==> src/rtl/alu_pkg.sv <==
// Shared opcode encodings and constants for the execute-stage ALU.
package alu_pkg;

  localparam int unsigned SIZEOP_DEF = 6;

  typedef enum logic [SIZEOP_DEF-1:0] {
    OP_SRL = 6'b000010,
    OP_SRA = 6'b000011,
    OP_ADD = 6'b100000,
    OP_SUB = 6'b100010,
    OP_AND = 6'b100100,
    OP_OR  = 6'b100101,
    OP_XOR = 6'b100110,
    OP_NOR = 6'b100111
  } alu_op_e;

  // An undefined opcode yields an all-zero result with ZERO asserted.
  localparam logic UNDEF_ZERO     = 1'b1;
  localparam logic UNDEF_CARRY    = 1'b0;
  localparam logic UNDEF_OVERFLOW = 1'b0;

endpackage

==> src/rtl/alu_datapath.sv <==
// Combinational ALU core: next result and flags from operands and opcode.
module alu_datapath
  import alu_pkg::*;
#(
  parameter int unsigned SIZEDATA = 8,
  parameter int unsigned SIZEOP   = SIZEOP_DEF
) (
  input  logic [SIZEDATA-1:0] DATOA,
  input  logic [SIZEDATA-1:0] DATOB,
  input  logic [SIZEOP-1:0]   OPCODE,
  output logic [SIZEDATA-1:0] result,
  output logic                zero,
  output logic                carry,
  output logic                overflow
);

  localparam int unsigned     MSB         = SIZEDATA - 1;
  localparam logic [SIZEDATA:0] SHIFT_LIMIT = (SIZEDATA + 1)'(SIZEDATA);

  logic [SIZEDATA:0] sum;
  logic [SIZEDATA:0] diff;
  logic              shift_oob;
  logic              undef_op;

  // Extra top bit holds the unsigned carry-out / borrow.
  assign sum       = {1'b0, DATOA} + {1'b0, DATOB};
  assign diff      = {1'b0, DATOA} - {1'b0, DATOB};
  assign shift_oob = ({1'b0, DATOB} >= SHIFT_LIMIT);

  always_comb begin
    result   = '0;
    carry    = 1'b0;
    overflow = 1'b0;
    undef_op = 1'b0;
    case (OPCODE)
      SIZEOP'(OP_ADD): begin
        result   = sum[MSB:0];
        carry    = sum[SIZEDATA];
        overflow = (DATOA[MSB] == DATOB[MSB]) && (sum[MSB] != DATOA[MSB]);
      end
      SIZEOP'(OP_SUB): begin
        result   = diff[MSB:0];
        carry    = diff[SIZEDATA];
        overflow = (DATOA[MSB] != DATOB[MSB]) && (diff[MSB] != DATOA[MSB]);
      end
      SIZEOP'(OP_AND): result = DATOA & DATOB;
      SIZEOP'(OP_OR):  result = DATOA | DATOB;
      SIZEOP'(OP_XOR): result = DATOA ^ DATOB;
      SIZEOP'(OP_NOR): result = ~(DATOA | DATOB);
      SIZEOP'(OP_SRL): result = shift_oob ? '0 : (DATOA >> DATOB);
      SIZEOP'(OP_SRA): result = shift_oob ? {SIZEDATA{DATOA[MSB]}}
                                          : SIZEDATA'($signed(DATOA) >>> DATOB);
      default: begin
        undef_op = 1'b1;
        carry    = UNDEF_CARRY;
        overflow = UNDEF_OVERFLOW;
      end
    endcase
  end

  assign zero = undef_op ? UNDEF_ZERO : (result == '0);

endmodule

==> src/rtl/alu.sv <==
// Execute-stage ALU: registered result, flags and valid, one cycle latency.
module alu
  import alu_pkg::*;
#(
  parameter int unsigned SIZEDATA = 8,
  parameter int unsigned SIZEOP   = SIZEOP_DEF
) (
  input  logic                CLK,
  input  logic                RST_N,
  input  logic                VALID_IN,
  input  logic [SIZEDATA-1:0] DATOA,
  input  logic [SIZEDATA-1:0] DATOB,
  input  logic [SIZEOP-1:0]   OPCODE,
  output logic [SIZEDATA-1:0] RESULT,
  output logic                ZERO,
  output logic                CARRY,
  output logic                OVERFLOW,
  output logic                VALID_OUT
);

  logic [SIZEDATA-1:0] nxt_result;
  logic                nxt_zero;
  logic                nxt_carry;
  logic                nxt_overflow;

  alu_datapath #(
    .SIZEDATA (SIZEDATA),
    .SIZEOP   (SIZEOP)
  ) u_datapath (
    .DATOA    (DATOA),
    .DATOB    (DATOB),
    .OPCODE   (OPCODE),
    .result   (nxt_result),
    .zero     (nxt_zero),
    .carry    (nxt_carry),
    .overflow (nxt_overflow)
  );

  // Result and flags only update on a valid edge; VALID_OUT tracks every edge.
  always_ff @(posedge CLK or negedge RST_N) begin
    if (!RST_N) begin
      RESULT    <= '0;
      ZERO      <= 1'b0;
      CARRY     <= 1'b0;
      OVERFLOW  <= 1'b0;
      VALID_OUT <= 1'b0;
    end else begin
      VALID_OUT <= VALID_IN;
      if (VALID_IN) begin
        RESULT   <= nxt_result;
        ZERO     <= nxt_zero;
        CARRY    <= nxt_carry;
        OVERFLOW <= nxt_overflow;
      end
    end
  end

endmodule

==> config.mk <==
export PLATFORM = sky130hd
export DESIGN_NAME = alu
export DESIGN_NICKNAME = d
export VERILOG_FILES = /design/src/rtl/alu_pkg.sv /design/src/rtl/alu_datapath.sv /design/src/rtl/alu.sv
export SDC_FILE = /design/constraint.sdc
export NUM_CORES = 1
export LEC_CHECK = 0
export CORE_ASPECT_RATIO = 1.75
export CORE_MARGIN = 4
export CORE_UTILIZATION = 50
export CTS_CLUSTER_DIAMETER = 200
export DETAILED_ROUTE_END_ITERATION = 7
export PLACE_DENSITY = 0.79
export SYNTH_ARGS = -nofsm -noshare
export SYNTH_HDL_FRONTEND = slang
export SYNTH_HIERARCHICAL = 1
export SYNTH_SLANG_ARGS = --single-unit
==> constraint.sdc <==
create_clock -name CLK -period 0.8 [get_ports CLK]
set_clock_uncertainty 0.05 [all_clocks]
set_input_delay 0.16 -clock CLK [delete_from_list [all_inputs] [get_ports CLK]]
set_output_delay 0.16 -clock CLK [all_outputs]
set_load 0.02 [all_outputs]
==> impl_metrics.env, run 1 <==
export IMPL_synth_top_cell_by_area="ha_1"
export IMPL_die_y_um=96.51
export IMPL_dp_cells=476
export IMPL_gp_congestion=0.9627
export IMPL_ys_async_sr_fraction_pct=100.0
export IMPL_synth_enable_flop_cells=0
export IMPL_synth_nets=334
export IMPL_synth_top_area_share_pct=13.97
export IMPL_syn_cell_area_sq_um=2238
export IMPL_num_rows=32
export IMPL_yosysMostFrequentCell="ha_1"
export IMPL_netlist_instances=282
export IMPL_ys_top_cells_by_area="ha_1 14%, dfrtp_1 13%, mux2_4 6.7%, mux2i_1 4.5%, inv_1 4.0%"
export IMPL_die_w_um=58.58
export IMPL_clockBufferDepth=2
export IMPL_tool_error="[ERROR DPL-0038] Utilization greater than 100%, impossible to legalize"
export IMPL_cts_sink_count=12
export IMPL_ys_flop_type="dfrtp_1"
export IMPL_synthDistinctLibCells=54
export IMPL_io_buffers=36
export IMPL_synth_common_cells="25 x ha_1, 24 x inv_1, 23 x nand2_1"
export IMPL_status="did not finish"
export IMPL_yosys_register_bits=12
export IMPL_yosys_warnings=6
export IMPL_clockRootBuffer="clkbuf_8"
export IMPL_cts_hold_buf=0
export IMPL_post_cts_resized=246
export IMPL_dp_hpwl_um=7423
export IMPL_io_pins=37
export IMPL_cts_htree_levels=1
export IMPL_initial_core_util_pct=51.29
export IMPL_synth_seq_area_share_pct=13.42
export IMPL_syn_avg_cell_area_sq_um=7.938
export IMPL_numCtsBuffers=3
export IMPL_failing_step="4_1_cts"
export IMPL_cts_setup_buffers=36
export IMPL_place_area_sq_um=3704
stage by stage:
step | TNS, ns | setup slack [ns]
3_5_place_dp | -25.84 | -2.384
3_3_place_gp | -24.91 | -2.266
2_1_floorplan | -12.15 | -1.546
kinds of logic after synthesis:
kind of cell	share of synthesized area [%]
XOR/XNOR	0.7827
multiplexers	12.69
AO/OA/AOI/OAI	26.72
buffers and inverters	7.378
flip-flops	13.42
AND/OR/NAND/NOR	23.25
adder cells (fa/ha/maj)	15.76
==> run 2, diff against run 1 <==
CORE_ASPECT_RATIO = not set   (was 1.75)
CORE_UTILIZATION = 40   (was 50)
CTS_CLUSTER_DIAMETER = not set   (was 200)
PLACE_DENSITY = not set   (was 0.79)
PLACE_DENSITY_LB_ADDON = 0.15   (was not set)
clock period = 1 ns   (was 0.8 ns; I/O delays follow)
==> impl_metrics.env, run 2 <==
export IMPL_grt_use_met1_pct=29.05
export IMPL_clock_power_share_pct=16.8
export IMPL_p_int_mw=2.005
export IMPL_use_met3_pct=2.970
export IMPL_hold_violations=0
export IMPL_gp_congestion=0.9162
export IMPL_num_rows=26
export IMPL_crit_required_ns=1.13
export IMPL_synth_common_cells="25 x ha_1, 24 x inv_1, 23 x nand2_1"
export IMPL_status="finished, violations left"
export IMPL_setup_viol=22
export IMPL_grt_busiest_layer="met2"
export IMPL_cts_tree="done"
export IMPL_p_switching_mw=1.159
export IMPL_start_kind="primary input"
export IMPL_insertion_delay_ns=0.24
export IMPL_synth_top_cell_by_area="ha_1"
export IMPL_antennaDiodeCount=0
export IMPL_powerDensity_nw_per_um2=719.6
export IMPL_grt_ovfl_total=0
export IMPL_fmax_mhz=400.8
export IMPL_yosys_register_bits=12
export IMPL_netlist_instances=282
export IMPL_synth_top_area_share_pct=13.97
export IMPL_seqPwrFrac_pct=18.2
export IMPL_grtUsageMet2_pct=45.19
export IMPL_regMostFlops="RESULT"
export IMPL_cts_hold_buf=0
export IMPL_setup_ws_ns=-1.495
export IMPL_synth_seq_area_share_pct=13.42
export IMPL_yosys_warnings=6
export IMPL_place_ws_ns=-2.184
export IMPL_initial_core_util_pct=42.47
export IMPL_vdd_drop_max_uv=714.7
export IMPL_cts_htree_levels=1
export IMPL_synthXorXnorAreaFrac_pct=0.7826
export IMPL_synth_nets=334
export IMPL_period_needed_ns=2.495
export IMPL_largest_reg_flops=8
export IMPL_final_cells=524
export IMPL_wl_um=9358
export IMPL_cp_max_fo=3
export IMPL_ys_top_cells_by_area="ha_1 14%, dfrtp_1 13%, mux2_4 6.7%, mux2i_1 4.5%, inv_1 4.0%"
export IMPL_dp_cells=497
export IMPL_grt_max_degree=16
export IMPL_drc=0
export IMPL_groute_usage_overall_pct=25.20
export IMPL_maxSlewViolCount=0
export IMPL_arrival_ns=2.63
export IMPL_drtIter0Drc=161
export IMPL_final_common_cell="buf_4"
export IMPL_numCtsBuffers=3
export IMPL_place_area_sq_um=3717
export IMPL_via_per_inst=5.628
export IMPL_p_comb_share_pct=65.1
export IMPL_via_count=2949
export IMPL_yosys_mux_area_fraction_pct=12.69
export IMPL_tightest_slew_ns=0.3623
export IMPL_die_area_sq_um=6857
export IMPL_synth_compound_area_share_pct=26.72
export IMPL_clk_pin_slew_worst_paths_ns=0.05
export IMPL_critical_path_class="primary input to flop"
export IMPL_clockRootBuffer="clkbuf_8"
export IMPL_p_total_mw=3.164
export IMPL_die_y_um=82.81
export IMPL_reg2reg_depth=2
export IMPL_synth_top_family_by_area="compound AO/OA/AOI/OAI gates"
export IMPL_finalNetCount=507
export IMPL_io_pins=37
export IMPL_cap_violations=0
export IMPL_max_slew_margin_rel_pct=75.59
export IMPL_switching_share_pct=36.63
export IMPL_hold_class="primary input to async pin"
export IMPL_rsz0062_at_grt="true"
export IMPL_violations="negative setup slack"
export IMPL_syn_to_final_growth_pct=96.42
export IMPL_dr_pass1_iters=4
export IMPL_fin_area_sq_um=4397
export IMPL_synth_simple_area_share_pct=23.25
export IMPL_clockBufferDepth=2
export IMPL_yosysMostFrequentCell="ha_1"
export IMPL_syn_cell_area_sq_um=2238
export IMPL_die_w_um=82.81
export IMPL_cts_sink_count=12
export IMPL_synthDistinctLibCells=54
export IMPL_p_leak_nw=2.095
export IMPL_final_cell_mix="119 x buf_4, 46 x buf_6, 22 x nand2_1"
export IMPL_ant_nets=0
export IMPL_synth_enable_flop_cells=0
export IMPL_endpoint_kind="flop"
export IMPL_syn_avg_cell_area_sq_um=7.938
export IMPL_dp_hpwl_um=6705
export IMPL_ys_flop_type="dfrtp_1"
export IMPL_wl_per_cell_um=17.86
export IMPL_ys_async_sr_fraction_pct=100.0
export IMPL_antenna_found_initial=0
export IMPL_design_core_area_sq_um=5270
export IMPL_io_buffers=36
export IMPL_post_route_period_util_pct=249.5
export IMPL_grt_pass1_wl_um=14340
export IMPL_synth_adder_area_share_pct=15.76
export IMPL_grt_pass1_vias=3036
export IMPL_layout_drive_gt1_share_pct=58.81
==> run 2: cell counts after synthesis <==
No cell type changed its count.
==> run 2: cell families after synthesis <==
kind of cell | Yosys count
flip-flops | 12
buffers and inverters | 40
AO/OA/AOI/OAI | 86
multiplexers | 22
XOR/XNOR | 2
AND/OR/NAND/NOR | 93
adder cells (fa/ha/maj) | 27
==> run 2: layout make-up <==
class                           instances  area, sq um
Inverter                               25        123.9
Fill cell                             341        873.3
Sequential cell                        12        300.3
Clock buffer                            4        55.05
Timing Repair Buffer                  183         1613
Tap cell                               70        87.58
Multi-Input combinational cell        230         2217
==> run 2: layer usage <==
| layer | share of wire (%) | vias to the layer above |
|---|---|---|
| met5 | 0 | - |
| met4 | 4.9 | 0 |
| met2 | 51 | 102 |
| li1 | - | 1390 |
| met3 | 4.2 | 43 |
| met1 | 40 | 1414 |
==> run 2: repair_timing <==
item                                    in CTS  in global routing
gates cloned                                 0                  0
pin swaps                                   45                 23
resized for setup                          199                 61
setup buffers                               18                 12
endpoints found under the setup margin      23                 23
endpoints found under the hold margin        0                  0
==> run 2: metrics by stage <==
stage                     util (%)  hold slack [ns]  setup TNS, ns
after floorplan                  -          -0.1456         -10.39
after global placement       70.54           0.4422         -21.45
after detailed placement     70.54           0.4540         -21.97
after CTS                    77.75           0.2132         -12.50
after global routing         83.43           0.2479         -13.86
final                        83.43           0.2043         -12.89
==> run 2: worst paths after layout <==
kind,end,start,slack [ns]
max,ZERO,DATOB[5],-1.50
min,CARRY,RST_N,0.20
max in group asynchronous,ZERO,RST_N,0.54
max reg2reg,RESULT[7],RESULT[7],0.02
min reg2reg,RESULT[5],RESULT[5],0.50
min in group CLK,OVERFLOW,DATOA[7],0.49
==> run 2: power groups by stage <==
stage                     Sequential, mW  Clock, mW  Combinational (mW)
after global placement             0.565          0                1.59
final                              0.574      0.531                2.06
after global routing               0.579      0.552                2.19
after detailed placement           0.571          0                1.63
after floorplan                    0.629          0               0.722
after CTS                          0.573      0.527                1.82
==> run 2: worst max-delay path, cell delays in order <==
cell and delay, ns:
buf_6 0.09, buf_6 0.10, or4_4 0.55, nor2_4 0.12, nor3_2 0.05, a221o_1 0.27
or4_4 0.57, nand4b_4 0.19, nor4_2 0.28, mux2_4 0.20
Power figures use the tool's default switching activity.
==> run 3, diff against run 2 <==
ABC_AREA = 1   (was not set)
==> impl_metrics.env, run 3 <==
export IMPL_clk_pin_slew_worst_paths_ns=0.05
export IMPL_powerDensity_nw_per_um2=615.3
export IMPL_dp_hpwl_um=7434
export IMPL_cp_max_fo=3
export IMPL_yosys_register_bits=12
export IMPL_cts_htree_levels=1
export IMPL_via_count=3600
export IMPL_layout_drive_gt1_share_pct=53.17
export IMPL_grt_pass1_wl_um=16400
export IMPL_finalNetCount=637
export IMPL_place_ws_ns=-1.412
export IMPL_synth_enable_flop_cells=0
export IMPL_p_leak_nw=2.274
export IMPL_num_rows=28
export IMPL_drtIter0Drc=271
export IMPL_crit_required_ns=1.12
export IMPL_max_slew_margin_rel_pct=80.46
export IMPL_slowest_stage="fa_2"
export IMPL_grt_ovfl_total=0
export IMPL_cts_hold_buf=0
export IMPL_fmax_mhz=589.2
export IMPL_final_common_cell="nand2_1"
export IMPL_die_y_um=86.42
export IMPL_wl_per_cell_um=16.24
export IMPL_initial_core_util_pct=41.30
export IMPL_post_route_period_util_pct=169.7
export IMPL_groute_usage_overall_pct=27.48
export IMPL_synthDistinctLibCells=28
export IMPL_endpoint_kind="flop"
export IMPL_maxSlewViolCount=0
export IMPL_syn_avg_cell_area_sq_um=5.668
export IMPL_ys_async_sr_fraction_pct=100.0
export IMPL_p_total_mw=2.798
export IMPL_setup_ws_ns=-0.6973
export IMPL_insertion_delay_ns=0.23
export IMPL_vdd_drop_max_uv=696.3
export IMPL_wl_um=10680
export IMPL_synth_top_area_share_pct=22.89
export IMPL_worstSetupStartpoint="DATOA[0]"
export IMPL_period_needed_ns=1.697
export IMPL_numCtsBuffers=3
export IMPL_synth_seq_area_share_pct=12.21
export IMPL_syn_cell_area_sq_um=2460
export IMPL_largest_reg_flops=8
export IMPL_violations="negative setup slack"
export IMPL_netlist_instances=434
export IMPL_syn_to_final_growth_pct=84.89
export IMPL_r2r_start="RESULT[5]"
export IMPL_die_area_sq_um=7468
export IMPL_cts_sink_count=12
export IMPL_ys_flop_type="dfrtp_1"
export IMPL_final_cell_mix="122 x nand2_1, 98 x buf_4, 52 x nand3_1"
export IMPL_slowest_delay_ns=0.37
export IMPL_ys_top_cells_by_area="nand2_1 23%, nand3_1 15%, ha_1 13%, dfrtp_1 12%, inv_1 7.0%"
export IMPL_cts_tree="done"
export IMPL_design_core_area_sq_um=5956
export IMPL_hold_class="primary input to async pin"
export IMPL_antenna_found_initial=0
export IMPL_clockBufferDepth=2
export IMPL_cap_violations=0
export IMPL_io_pins=37
export IMPL_clockRootBuffer="clkbuf_8"
export IMPL_drc=0
export IMPL_gp_congestion=0.9523
export IMPL_critical_path_class="primary input to flop"
export IMPL_start_kind="primary input"
export IMPL_grt_pass1_vias=3337
export IMPL_status="finished, violations left"
export IMPL_synth_common_cells="150 x nand2_1, 73 x nand3_1, 46 x inv_1"
export IMPL_dr_pass1_iters=5
export IMPL_via_per_inst=5.471
export IMPL_arrival_ns=1.82
export IMPL_hold_violations=0
export IMPL_path_cells="buf_12, ha_4, fa_2, or2_0, nand3_1, nand4_1, nor2_1, nand3_2, nor2_1, nand2_1, nor2_1, nand2_1, nand2_1"
export IMPL_antennaDiodeCount=0
export IMPL_synth_nets=486
export IMPL_tightest_slew_ns=0.2901
export IMPL_ant_nets=0
export IMPL_die_w_um=86.42
export IMPL_setup_viol=14
export IMPL_yosysMostFrequentCell="nand2_1"
export IMPL_synth_top_cell_by_area="nand2_1"
export IMPL_io_buffers=36
export IMPL_regMostFlops="RESULT"
export IMPL_rsz0062_at_grt="true"
export IMPL_yosys_warnings=6
export IMPL_grt_max_degree=18
run 3: changes by cell type in the layout (fill, tap and decap cells not counted), moves of 8 or more:
cell	before	now
inv_2	7	24
buf_4	119	98
nand2_1	22	122
nand2_2	1	22
mux2_4	11	0
nand4_1	2	14
nor2_4	2	20
nand3_1	6	52
nor2_2	2	10
mux2i_1	9	0
nand3_2	2	20
run 3: worst paths after layout:
path                             end  slack [ns]  cells after the start
min in group CLK               CARRY        0.45                      2
setup reg to reg           RESULT[5]        0.09                      4
hold reg to reg                CARRY        0.45                      2
setup / recovery                ZERO       -0.70                     13
hold / removal             RESULT[4]        0.23                      2
max in group asynchronous  RESULT[6]        0.51                      2
run 3: metal layers:
| metal | GRT usage, % | vias up | wire [um] |
|---|---|---|---|
| li1 | - | 1704 | - |
| met1 | 35.49 | 1694 | 4330 |
| met2 | 48.05 | 165 | 5289 |
| met3 | 1.996 | 37 | 675 |
| met4 | 9.490 | 0 | 387 |
| met5 | 0 | - | 0 |
run 3: layout make-up:
cell class / count / area, sq um
repair buffers: 157 / 1391
multi-input cells: 356 / 2474
fillers: 472 / 1408
clock buffers: 3 / 41.29
inverters: 55 / 247.7
well taps: 75 / 93.84
flip-flops and latches: 12 / 300.3
run 3: kinds of logic (layout without fill, tap and decap cells):
family | Yosys count | count (layout) | share of synthesized area (%)
AND/OR/NAND/NOR | 301 | 301 | 55.54
buffers and inverters | 66 | 215 | 11.55
adder cells (fa/ha/maj) | 27 | 27 | 14.34
AO/OA/AOI/OAI | 27 | 27 | 6.002
flip-flops | 12 | 12 | 12.21
XOR/XNOR | 1 | 1 | 0.3561
run 3: stage by stage:
step / std cells / util, % / hold WS, ns / TNS (ns) / cell area (sq um)
6_report: 658 / 76.37 / 0.2314 / -6.469 / 4548
5_1_grt: 658 / 76.37 / 0.2400 / -7.642 / 4548
4_1_cts: 651 / 71.95 / 0.2361 / -6.825 / 4285
3_5_place_dp: 620 / 60.99 / 0.4121 / -16.84 / 3632
3_3_place_gp: 620 / 60.99 / 0.4039 / -16.72 / 3632
2_1_floorplan: 434 / - / -0.1456 / -5.245 / 2646
run 3: what timing repair did:
action                     4_1_cts  5_1_grt
setup endpoints to repair       23       23
buffers inserted                28        8
pin swaps                       77       43
gates resized for setup        284       63
run 3: report_power, final:
group | total (mW) | leakage (nW) | switching, mW | internal (mW)
clock network | 0.418 | 0.0216 | 0.155 | 0.264
registers | 0.531 | 0.161 | 0.0184 | 0.513
logic | 1.85 | 2.09 | 0.971 | 0.878
run 3: worst max-delay path, delay by kind of cell:
kind | cells | cell delay (ns)
simple gates | 10 | 0.98
fa+ha+maj | 2 | 0.53
buf+inv | 1 | 0.12
==> run 4, diff against run 3 <==
CORE_MARGIN = not set   (was 4)
==> impl_metrics.env, run 4 (synthesis gave the netlist of run 3 again) <==
export IMPL_gp_congestion=0.9541
export IMPL_max_slew_margin_rel_pct=73.09
export IMPL_via_count=3497
export IMPL_period_needed_ns=1.759
export IMPL_wl_met3_um=633
export IMPL_drc=0
export IMPL_cts_tree="done"
export IMPL_status="finished, violations left"
export IMPL_slowest_stage="fa_2"
export IMPL_dp_cells=616
export IMPL_wl_um=9970
export IMPL_grt_pass1_vias=3405
export IMPL_p_leak_nw=2.306
export IMPL_powerDensity_nw_per_um2=634.0
export IMPL_die_w_um=80.42
export IMPL_groute_usage_overall_pct=31.89
export IMPL_regMostFlops="RESULT"
export IMPL_grt_pass1_wl_um=16060
export IMPL_tightest_slew_ns=0.3995
export IMPL_slowest_delay_ns=0.42
export IMPL_die_area_sq_um=6467
export IMPL_insertion_delay_ns=0.24
export IMPL_cts_sink_count=12
export IMPL_clk_pin_slew_worst_paths_ns=0.05
export IMPL_setup_ws_ns=-0.7594
export IMPL_worst_path_buf_inv=1
export IMPL_highest_layer="met4"
export IMPL_vdd_drop_max_uv=683.6
export IMPL_wl_met1_um=3928
export IMPL_final_cell_mix="112 x nand2_1, 89 x buf_4, 46 x nand3_1"
export IMPL_dp_hpwl_um=7270
export IMPL_final_cells=657
export IMPL_cts_htree_levels=1
export IMPL_maxSlewViolCount=0
export IMPL_drtIter0Drc=226
export IMPL_violations="negative setup slack"
export IMPL_via_per_inst=5.323
export IMPL_post_route_period_util_pct=175.9
export IMPL_setup_viol=22
export IMPL_antenna_found_initial=0
export IMPL_final_common_cell="nand2_1"
export IMPL_io_pins=37
export IMPL_critical_path_class="primary input to flop"
export IMPL_antennaDiodeCount=0
export IMPL_fin_area_sq_um=4653
export IMPL_arrival_ns=1.89
export IMPL_endpoint_kind="flop"
export IMPL_grt_ovfl_total=0
export IMPL_hold_class="primary input to async pin"
export IMPL_path_cells="buf_12, ha_4, fa_2, or2_0, nand3_1, nand4_1, nor2_2, nand3_2, nor2_1, nand2_1, nor2_1, nand2_1, nand2_1"
export IMPL_die_y_um=80.42
export IMPL_crit_top_cell="nand2_1"
export IMPL_io_buffers=36
export IMPL_initial_core_util_pct=41.55
export IMPL_design_core_area_sq_um=5921
export IMPL_wl_per_cell_um=15.18
export IMPL_ant_nets=0
export IMPL_clockBufferDepth=2
export IMPL_fmax_mhz=568.4
export IMPL_hold_violations=0
export IMPL_crit_required_ns=1.13
export IMPL_finalNetCount=635
export IMPL_grt_max_degree=17
export IMPL_clockRootBuffer="clkbuf_8"
export IMPL_largest_reg_flops=8
export IMPL_critPathTopFamily="simple AND/OR/NAND/NOR gates"
export IMPL_dr_wl_met2_um=4942
export IMPL_cap_violations=0
export IMPL_layout_drive_gt1_share_pct=55.84
export IMPL_rsz0062_at_grt="true"
export IMPL_syn_to_final_growth_pct=89.17
export IMPL_place_area_sq_um=3615
export IMPL_num_rows=28
export IMPL_numCtsBuffers=3
export IMPL_dr_pass1_iters=5
export IMPL_start_kind="primary input"
export IMPL_cp_max_fo=4
[run 4: cell types whose count changed in the layout (fill, tap and decap cells not counted), sizes merged]
cell,change
clkdlybuf4s15,+2
clkbuf,+2
clkinv,+1
buf,-6
[run 4: per-stage QoR]
step           setup slack [ns]  TNS [ns]  power, mW  util (%)  hold slack (ns)
2_1_floorplan           -0.6907    -5.245      1.239         -          -0.1456
3_3_place_gp             -1.401    -16.49      1.843     61.05           0.4052
3_5_place_dp             -1.469    -16.83      1.863     61.05           0.4104
4_1_cts                 -0.7807    -6.735      2.749     73.41           0.2093
5_1_grt                 -0.8962    -7.693      3.118     78.59           0.2329
6_report                -0.7594    -6.549      2.950     78.59           0.2031
[run 4: timing repair]
action / 4_1_cts / 5_1_grt
gates cloned: 0 / 1
setup endpoints to repair: 23 / 23
gates resized for setup: 285 / 83
setup buffers: 29 / 12
pin swaps: 91 / 62
hold buffers: 0 / 0
[run 4: layout make-up]
| class | instances | area (sq um) |
|---|---|---|
| multi-input combinational | 356 | 2512 |
| inverter | 55 | 267.8 |
| sequential | 12 | 300.3 |
| clock buffer | 4 | 55.05 |
| timing repair buffer | 154 | 1415 |
| timing repair inverter | 1 | 8.758 |
| fill | 448 | 1267 |
| tap | 75 | 93.84 |
[run 4: path summary, 6_finish.rpt]
kind / to / start / cells past startpoint / slack, ns
max: ZERO / DATOA[0] / 13 / -0.76
min reg2reg: RESULT[1] / RESULT[1] / 2 / 0.45
max in group asynchronous: RESULT[3] / RST_N / 2 / 0.54
min: CARRY / RST_N / 2 / 0.20
min in group CLK: RESULT[1] / RESULT[1] / 2 / 0.45
max reg2reg: RESULT[6] / RESULT[6] / 4 / 0.09
[run 4: metal layers]
metal  GRT usage (%)  vias up
li1                -     1694
met1           37.88     1584
met2           58.39      173
met3           2.273       46
met4           13.04        0
met5               0        -
[run 4: worst register-to-register path, delay by kind of cell, from the launching register on]
kind                   cells  cell delay [ns]
and+or+nand+nor            2             0.11
DFF                        1             0.39
buffers and inverters      2             0.26
[run 4: power by group]
| group | internal (mW) | switching, mW |
|---|---|---|
| Sequential | 0.513 | 0.0190 |
| Combinational | 0.919 | 0.976 |
| Clock | 0.348 | 0.176 |
